File: src/rtl/hysteresis_pkg.sv
// rtl/hysteresis_pkg.sv - shared types for the time-multiplexed hysteresis switch scanner
package hysteresis_pkg;

  localparam int HYST_W = 16;

  typedef struct packed {
    logic              output_level;
    logic [HYST_W-1:0] cycles_diff;
    logic [HYST_W-1:0] period_counter;
  } t_hyst_state;

  typedef enum logic [0:0] {
    SCAN_IDLE   = 1'b0,
    SCAN_ACTIVE = 1'b1
  } t_scan_fsm;

endpackage

File: src/rtl/hysteresis_step.sv
// rtl/hysteresis_step.sv - combinational single-channel hysteresis update
module hysteresis_step
  import hysteresis_pkg::*;
(
  input  t_hyst_state       cur,
  input  logic              x,
  input  logic [HYST_W-1:0] filter_level,
  input  logic [HYST_W-1:0] filter_period,
  output t_hyst_state       nxt,
  output logic              toggle
);

  logic              expired;
  logic [HYST_W-1:0] base;
  logic [HYST_W:0]   sum17;

  always_comb begin
    expired = (cur.period_counter == '0);
    // Arithmetic halving of the difference once per filter period (rounds toward -inf).
    base    = expired ? {cur.cycles_diff[HYST_W-1], cur.cycles_diff[HYST_W-1:1]} : cur.cycles_diff;
    // Threshold compare against the pre-update difference, sign taken from bit 16.
    sum17   = (cur.output_level ? {1'b0, filter_level} : {1'b1, ~filter_level})
            + {cur.cycles_diff[HYST_W-1], cur.cycles_diff};
    toggle  = (sum17[HYST_W] == cur.output_level);

    nxt.period_counter = expired ? filter_period : cur.period_counter - HYST_W'(1);
    nxt.cycles_diff    = x ? base + HYST_W'(1) : base - HYST_W'(1);
    nxt.output_level   = cur.output_level ^ toggle;
  end

endmodule

File: src/rtl/hysteresis_switch_scanner.sv
// rtl/hysteresis_switch_scanner.sv - prescaled scan of N switch channels through one hysteresis engine
module hysteresis_switch_scanner
  import hysteresis_pkg::*;
#(
  parameter int N_CHANNELS = 8,
  parameter int CH_W       = $clog2(N_CHANNELS)
) (
  input  logic                  clk,
  input  logic                  clk__enable,
  input  logic                  reset_n,
  input  logic [N_CHANNELS-1:0] input_values,
  input  logic [HYST_W-1:0]     filter_level,
  input  logic [HYST_W-1:0]     filter_period,
  input  logic [HYST_W-1:0]     sample_divider,
  input  logic                  overrun_clear,
  output logic [N_CHANNELS-1:0] output_values,
  output logic [N_CHANNELS-1:0] output_changed,
  output logic                  scan_busy,
  output logic                  overrun
);

  logic [N_CHANNELS-1:0] sync_0;
  logic [N_CHANNELS-1:0] sync_1;
  logic [HYST_W-1:0]     presc;
  logic                  tick;
  t_scan_fsm             fsm;
  logic [CH_W-1:0]       ch;
  t_hyst_state           chan_state [N_CHANNELS];
  t_hyst_state           step_next;
  logic                  step_toggle;

  // Metastability synchroniser carries no reset; it refills within two enabled clocks.
  always_ff @(posedge clk) begin
    if (clk__enable) begin
      sync_0 <= input_values;
      sync_1 <= sync_0;
    end
  end

  assign tick      = (presc == '0);
  assign scan_busy = (fsm == SCAN_ACTIVE);

  hysteresis_step u_step (
    .cur           (chan_state[ch]),
    .x             (sync_1[ch]),
    .filter_level  (filter_level),
    .filter_period (filter_period),
    .nxt           (step_next),
    .toggle        (step_toggle)
  );

  always_ff @(posedge clk or negedge reset_n) begin
    if (!reset_n) begin
      presc          <= '0;
      fsm            <= SCAN_IDLE;
      ch             <= '0;
      overrun        <= 1'b0;
      output_changed <= '0;
      for (int i = 0; i < N_CHANNELS; i++) begin
        chan_state[i] <= '0;
      end
    end else if (clk__enable) begin
      presc <= tick ? sample_divider : presc - HYST_W'(1);

      // A dropped tick wins over a simultaneous clear.
      if (tick && fsm == SCAN_ACTIVE) begin
        overrun <= 1'b1;
      end else if (overrun_clear) begin
        overrun <= 1'b0;
      end

      output_changed <= '0;
      case (fsm)
        SCAN_IDLE: begin
          if (tick) begin
            fsm <= SCAN_ACTIVE;
            ch  <= '0;
          end
        end
        SCAN_ACTIVE: begin
          chan_state[ch]     <= step_next;
          output_changed[ch] <= step_toggle;
          if (ch == CH_W'(N_CHANNELS - 1)) begin
            fsm <= SCAN_IDLE;
          end else begin
            ch <= ch + CH_W'(1);
          end
        end
        default: fsm <= SCAN_IDLE;
      endcase
    end
  end

  always_comb begin
    output_values = '0;
    for (int i = 0; i < N_CHANNELS; i++) begin
      output_values[i] = chan_state[i].output_level;
    end
  end

endmodule
File: config.mk
export PLATFORM = sky130hd
export DESIGN_NAME = hysteresis_switch_scanner
export DESIGN_NICKNAME = d
export VERILOG_FILES = /design/src/rtl/hysteresis_pkg.sv /design/src/rtl/hysteresis_step.sv /design/src/rtl/hysteresis_switch_scanner.sv
export SDC_FILE = /design/constraint.sdc
export NUM_CORES = 1
export LEC_CHECK = 0
export CAP_MARGIN = 20
export CELL_PAD_IN_SITES_DETAIL_PLACEMENT = 1
export CELL_PAD_IN_SITES_GLOBAL_PLACEMENT = 1
export CORE_UTILIZATION = 54
export DETAILED_ROUTE_END_ITERATION = 12
export HOLD_SLACK_MARGIN = 0.12
export PLACE_DENSITY = 0.91
export SYNTH_ARGS = -nofsm -noshare
export SYNTH_HDL_FRONTEND = slang
export SYNTH_HIERARCHICAL = 1
export SYNTH_SLANG_ARGS = --single-unit
File: constraint.sdc
create_clock -name clk -period 9.2 [get_ports clk]
set_input_delay 0.92 -clock clk [delete_from_list [all_inputs] [get_ports clk]]
set_output_delay 0.92 -clock clk [all_outputs]
set_load 0.02 [all_outputs]
==> summary.md, run 1 <==
| Metric | Value |
|---|---|
| Core region area | 0.0288 sq mm |
| Routed vias/inst | ~6.7 |
| Setup violators final | 0 |
| Clock sink total | 309 |
| Largest delay share family, worst path | compound AO/OA/AOI/OAI gates |
| Pin slew with the least headroom to its limit | 1140 ps |
| Yosys warning count | 6 |
| Slowest cell delay on critical path | between 900 and 1000 ps |
| GP Congestion | 0.920 |
| CP Max Fanout | 50 |
| H-tree depth | 1 |
| Crit path kind | reg2reg |
| Comb power frac | 0.055 |
| Fmax | 135 MHz |
| Hold_buf cts | 0 |
| Setup TNS | 0 ps |
| Horiz. Die Dim | between 150 and 200 um |
| Post-Synthesis Cells | 1286 |
| Pwr Density | 160 mW/mm^2 |
| Buffers plus inverters on the worst setup path | 3 |
| Row count | 62 |
| Maximum VDD drop | approximately 0.12 mV |
| Register area | 0.00782 sq mm |
| CTS Buffer Depth | 3 |
| Die footprint | 0.0300 sq mm |
| First-pass GRT wire length | 76000 um |
| Switching Share | 0.228 |
| Yosys top cell area share | 0.463 |
| Post-layout power | 2.90 mW |
| WL final | 47500 um |
| Status | completed |
| IO Count | 78 |
| Minimum clock period | 7420 ps |
| IO buf count | 77 |
| Top-count cell post-synth | mux2_2 |
| Reg clk slew, reported paths | 60 ps |
| Clk_skew | 25.3 ps |
| Worst EP arrival | 7930 ps |
| Slew Limit Headroom | 0.233 |
| Post-CTS sizing | 0 |
| Largest area contributor in the netlist | dfrtp_1 |
| Top FF cell, synth | dfrtp_1 |
| Most frequent cells after synthesis | 307 x mux2_2, 293 x dfrtp_1, 94 x nand2_1, 53 x clkbuf_1, 51 x nor2_1 |
| Fin crit share | 0.807 |
| DPL Wire Length | between 20000 and 30000 um |
| Iter 0 DRT Violations | 898 |
| Worst skew pair latency | 570 ps |
| Clk root buf | clkbuf_16 |
| Crit-path cells | inv_1 -> nor2_1 -> a221oi_1 -> o22ai_1 -> inv_1 -> ha_1 -> nor3b_2 -> and4_1 -> mux2i_1 -> inv_1 -> fa_1 -> a21o_1 -> a21oi_1 -> o21ai_0 -> a41oi_1 -> o31ai_1 -> xor2_1 -> mux2_2 |
| Synth Net Count | 1381 |
| Fraction of registers with async set/reset | 0.948 |
| GRT Total Usage | 0.324 |
| Post-synth EDFFs | 16 |
| P_leak | 8.54 nW |
| CP dominant cell by count | inv_1 |
| Vias in the first global route | approximately 13000 |
| Antenna viol nets, final | 0 |
| Post CTS Setup Buffer Count | 0 |
| Initial antenna violation count | 0 |
| Area delta synth->final | 13.8% |
| Final hold vios | 0 |
| Post-Syn Area per Cell | 12.3 sq um |
| # nets final | about 1400 |
| Post-synthesis register bit count | 309 |
| Post-synthesis sequential area ratio | 0.493 |
| Drt drc | 0 |
| CP max-delay cell | dfrtp_4 |
| Int Pwr | 2.23 mW |
| Power share of the sequential group | 0.487 |
| Clock power share | 0.458 |
| Net Sw Power | 661 uW |
| Pins Over Slew Limit | 0 |
| Multi-input gate area | 0.00757 sq mm |
| RSZ-0062 raised after global routing | no |
| TritonCTS Buffers | 31 |
| Grt total ovfl | 0 |
| Chip height | 173 um |
| Synthesized area | 0.0159 sq mm |
| CTS tree | built |
| Worst setup EP type | flip-flop |
| Share of cells above drive strength 1 | 0.314 |
| Maxcap violations | 0 |
| Initial DRT Pass Iterations | 5 |
| Total number of vias | between 10000 and 15000 |
| Worst Hold Slack | 345 ps |
| Flop-to-flop setup slack | approximately 1800 ps |
| Startpoint types | flip-flop |
| WL/cell | 27.3 um |
| Starting Density | 0.551 |
| # diodes | 0 |
| Synth cell types | 72 |
| Largest net degree at the start of global routing | 89 |
| Worst EP required | a little under 10000 ps |
| Filler Cell Count | around 2800 |
| Synth area leaders | dfrtp_1 46%, mux2_2 22%, mux4_2 3.7% |
| Worst hold-check path type | in2async |
-- logic make-up after synthesis --
| kind of cell | synth area share |
|---|---|
| mux | 0.263 |
| flops | 0.493 |
| simple gates | 0.0682 |
| compound gates | 0.0922 |
| buf+inv | 0.0328 |
| xor+xnor | 0.0224 |
| fa+ha+maj | 0.0281 |
-- sequential cells by signal (all words and copies together) (netlist names) --
signal,flops
ch,3
chan_state,256
output_changed,8
output_values,8
overrun,1
presc,16
scan_busy,1
sync_0,8
sync_1,8
-- worst reg2reg max path: stages, from the launching register on --
cell	delay, ps
dfrtp_4	930
inv_1	580
nor2_1	650
a221oi_1	210
o22ai_1	420
inv_1	140
ha_1	270
nor3b_2	190
and4_1	470
mux2i_1	650
inv_1	190
fa_1	490
a21o_1	210
a21oi_1	230
o21ai_0	170
a41oi_1	520
o31ai_1	180
xor2_1	560
mux2_2	310
-- layer usage --
| layer | share of wire | GRT usage | vias up | wire length [um] |
|---|---|---|---|---|
| met2 | 0.49 | 0.542 | 506 | 23400 |
| met4 | 0.051 | 0.151 | 0 | 2410 |
| li1 | - | - | 4863 | - |
| met3 | 0.062 | 0.0522 | 185 | 2970 |
| met1 | 0.40 | 0.414 | 6045 | 18800 |
| met5 | 0 | 0 | - | 0 |
-- cell type report --
| type | instances | share of cell area |
|---|---|---|
| inverter | 41 | 0.00853 |
| clock inverter | 8 | 0.00811 |
| tap | 384 | 0.0266 |
| sequential | 309 | 0.433 |
| timing repair buffer | 101 | 0.0538 |
| clock buffer | 46 | 0.0500 |
| multi-input combinational | 853 | 0.420 |
-- placed cells by master, fill, tap and decap left out, types with 4 or more instances in the layout --
cell / n
a221oi_1: 29
nand2_1: 94
dfrtp_1: 290
xnor2_1: 32
nand4_1: 4
mux2i_1: 10
clkbuf_8: 7
clkbuf_1: 8
or4_1: 6
nand3_1: 14
inv_1: 39
nor3_1: 10
mux2_2: 307
ha_1: 34
a21oi_1: 24
a32oi_1: 7
xor2_1: 6
or3_1: 7
buf_4: 23
nor4_1: 8
o31ai_1: 5
mux4_2: 26
clkbuf_16: 31
nor2_1: 48
bufinv_16: 4
o21ai_0: 35
clkdlybuf4s50_1: 75
edfxtp_1: 16
and3_1: 5
a22oi_1: 32
a22o_1: 6
nor3_2: 4
a21o_1: 9
o22ai_1: 16
o2bb2ai_1: 11
-- power by group through the flow --
stage | clock, mW | combinational [mW] | sequential, mW
2_1_floorplan | 0 | 0.0729 | 1.43
3_3_place_gp | 0 | 0.145 | 1.43
3_5_place_dp | 0 | 0.155 | 1.43
4_1_cts | 1.34 | 0.158 | 1.41
5_1_grt | 1.39 | 0.175 | 1.41
6_report | 1.33 | 0.160 | 1.41
-- stage by stage --
stage | cell area [sq um] | instances | setup WS (ps) | utilization
after CTS | 18000 | 1741 | 1960 | 0.626
final | 18000 | 1742 | 1780 | 0.627
after detailed placement | 17000 | 1687 | 2320 | 0.589
after floorplan | 15900 | 1286 | 3890 | -
after global placement | 17000 | 1687 | 2610 | 0.589
after global routing | 18000 | 1742 | 1480 | 0.627
-- worst paths after layout --
check	startpoint	endpoint	cells after the start
hold reg to reg	sync_0[1]	sync_1[1]	0
hold / removal	reset_n	presc[5]	1
setup / recovery	ch[1]	chan_state[162]	18
setup reg to reg	ch[1]	chan_state[162]	18
max in group asynchronous	reset_n	chan_state[220]	3
min in group clk	sync_0[1]	sync_1[1]	0
No activity file was read; power rests on OpenSTA's default activity.
==> inputs of run 2 (changes only) <==
CORE_UTILIZATION = 45   (was 54)
PLACE_DENSITY = 0.81   (was 0.91)
clock period = 6.05 ns   (was 9.2 ns; I/O delays follow)
==> run 2 against run 1 <==
Sequential power grew 52%. Total power grew 55%. Utilization fell by 9.6 points. Fmax is 29% higher. Sequential cell count unchanged.
==> summary.md, run 2 (synthesis results as in run 1) <==
| Metric | Value |
|---|---|
| Crit path kind | reg2reg |
| WL/cell | 24.8 um (-9.1%) |
| Buffers plus inverters on the worst setup path | 4 (+1) |
| Reg clk slew, reported paths | 60 ps (about the same) |
| Worst setup EP type | flip-flop |
| Clock sink total | 309 (unchanged) |
| Dpl cell area | 0.0172 sq mm (+1.3%) |
| Largest net degree at the start of global routing | 164 (+84%) |
| Final hold vios | 0 (unchanged) |
| DPL Wire Length | 28200 um (-4.3%) |
| Clk_skew | 19.7 ps (-5.60 ps) |
| Initial DRT Pass Iterations | 5 (unchanged) |
| # nets final | 1450 (+1.3%) |
| Worst EP arrival | 6140 ps (-1790 ps) |
| Initial antenna violation count | 0 (unchanged) |
| IO Count | 78 (unchanged) |
| Most common cell after layout, fill and taps aside | mux2_2 |
| Antenna viol nets, final | 0 (unchanged) |
| Worst R2R Start | ch[0] |
| Pin slew with the least headroom to its limit | 1050 ps (-88.5 ps) |
| Chip height | 190 um (+9.4%) |
| CTS Buffer Depth | 3 (unchanged) |
| Flop-to-flop setup slack | 290 ps (-1480 ps) |
| Clk root buf | clkbuf_16 |
| Worst Hold Slack | 186 ps (-159 ps) |
| Setup violators final | 0 (unchanged) |
| Core region area | 0.0346 sq mm (+20%) |
| Iter 0 DRT Violations | 648 (-28%) |
| Row count | 68 (+9.7%) |
| Area delta synth->final | 16.0% |
| Share of cells above drive strength 1 | 0.327 (+0.0124) |
| Filler Cell Count | 3494 (+24%) |
| CTS tree | built |
| Max FFs per register | 256 (unchanged) |
| Hold_buf cts | 0 (unchanged) |
| Vias in the first global route | 12600 (-2.2%) |
| Design area | 0.0184 sq mm (+1.9%) |
| Fmax | 174 MHz (+29%) |
| CP max-delay cell | dfrtp_4 |
| Startpoint types | flip-flop |
| Pins Over Slew Limit | 0 (unchanged) |
| Total number of vias | 11200 (-3.3%) |
| IO buf count | 77 (unchanged) |
| Setup TNS | 0 ps (unchanged) |
| Starting Density | 0.458 (-0.0930) |
| Largest delay share family, worst path | compound AO/OA/AOI/OAI gates |
| GP Congestion | 0.878 (-4.5%) |
| Post-layout power | 4.49 mW (+55%) |
| Maximum VDD drop | 0.168 mV (+41%) |
| Maxcap violations | 0 (unchanged) |
| Largest Register | chan_state |
| Status | completed |
| Horiz. Die Dim | 190 um (+9.4%) |
| Worst EP required | 6430 ps (-3280 ps) |
| CP Max Fanout | 27 (-46%) |
| CP dominant cell by count | inv_1 |
| Crit-path cells | inv_2 -> buf_4 -> nor2_1 -> a221oi_1 -> o22ai_1 -> inv_1 -> ha_1 -> nor3b_2 -> and4_1 -> mux2i_1 -> inv_1 -> fa_1 -> a21o_1 -> a21oi_1 -> o21ai_0 -> a41oi_1 -> or4b_2 -> o2111ai_1 -> mux2_2 |
| Critical R2R Capture | chan_state[94] |
| # diodes | 0 (unchanged) |
| TritonCTS Buffers | 34 (+9.7%) |
| Slew Limit Headroom | 0.297 (+0.0645) |
| Drt drc | 0 (unchanged) |
| Grt total ovfl | 0 (unchanged) |
| H-tree depth | 2 (+1) |
| Most frequent cells in the layout | 307 x mux2_2, 290 x dfrtp_1, 94 x nand2_1 |
| Worst hold-check path type | in2async |
| WL final | 45500 um (-4.3%) |
| Fin crit share | 0.952 (+0.145) |
| Biggest regs | chan_state x256, presc x16 |
| RSZ-0062 raised after global routing | no |
| Minimum clock period | 5760 ps (-1670 ps) |
| Register area | 0.00782 sq mm (about the same) |
| GRT Total Usage | 0.260 (-0.0636) |
| P_leak | 8.67 nW (+1.6%) |
| Pwr Density | 244 mW/mm^2 (+52%) |
| Routed vias/inst | 6.11 (-8.2%) |
| Die footprint | 0.0360 sq mm (+20%) |
| Worst skew pair latency | 520 ps (-50 ps) |
| Multi-input gate area | 0.00758 sq mm (about the same) |
| Slowest cell delay on critical path | 600 ps (-330 ps) |
| Reg2reg path depth | 19 (+1) |
| First-pass GRT wire length | 72600 um (-4.4%) |
## run 2: repair_timing
| item | in CTS | in global routing |
|---|---|---|
| setup endpoints to repair | 0 | 32 |
| setup buffers | 0 | 0 |
| gates resized for setup | 0 | 4 |
| endpoints found under the hold margin | 0 | 0 |
## run 2: per-stage QoR
step                worst slack [ps]  std cells  utilization
CTS                              213       1833        0.529
finish                           292       1835        0.531
global route                    11.4       1835        0.531
global placement                 557       1772        0.496
detailed placement               297       1772        0.496
floorplan                        744       1286            -
## run 2: worst max-delay path by stage
| stage | from | to | slack, ps | cells after the start |
|---|---|---|---|---|
| 5_1_grt | ch[0] | chan_state[94] | 10 | 17 |
| 6_report | ch[0] | chan_state[94] | 290 | 19 |
| 3_3_place_gp | ch[1] | chan_state[28] | 560 | 18 |
| 2_1_floorplan | ch[1] | chan_state[163] | 740 | 20 |
| 4_1_cts | ch[0] | chan_state[94] | 210 | 17 |
| 3_5_place_dp | ch[1] | chan_state[226] | 300 | 17 |
## run 2: area by class of cell
cell class | instances | share of cell area
clock buffer | 51 | 0.0565
clock inverter | 10 | 0.00558
inverter | 41 | 0.00837
multi-input combinational | 853 | 0.412
sequential | 309 | 0.425
tap | 455 | 0.0310
timing repair buffer | 116 | 0.0612
## run 2: layer usage
layer	global-route usage	vias up	share of wire
li1	-	4887	-
met3	0.0445	110	0.053
met2	0.443	338	0.49
met1	0.332	5881	0.42
met5	0	-	0
met4	0.0986	0	0.037
## run 2: power by group
| group | switching, mW | internal, mW |
|---|---|---|
| sequential | 0.0292 | 2.12 |
| clock | 0.843 | 1.27 |
| combinational | 0.144 | 0.0890 |
## run 2: worst reg2reg max path: stages (launching register included)
cell and delay (ps):
dfrtp_4 600, inv_2 110, buf_4 370, nor2_1 160, a221oi_1 340, o22ai_1 160, inv_1 120, ha_1 220
nor3b_2 330, and4_1 380, mux2i_1 280, inv_1 100, fa_1 450, a21o_1 190, a21oi_1 220, o21ai_0 180
a41oi_1 490, or4b_2 220, o2111ai_1 310, mux2_2 400
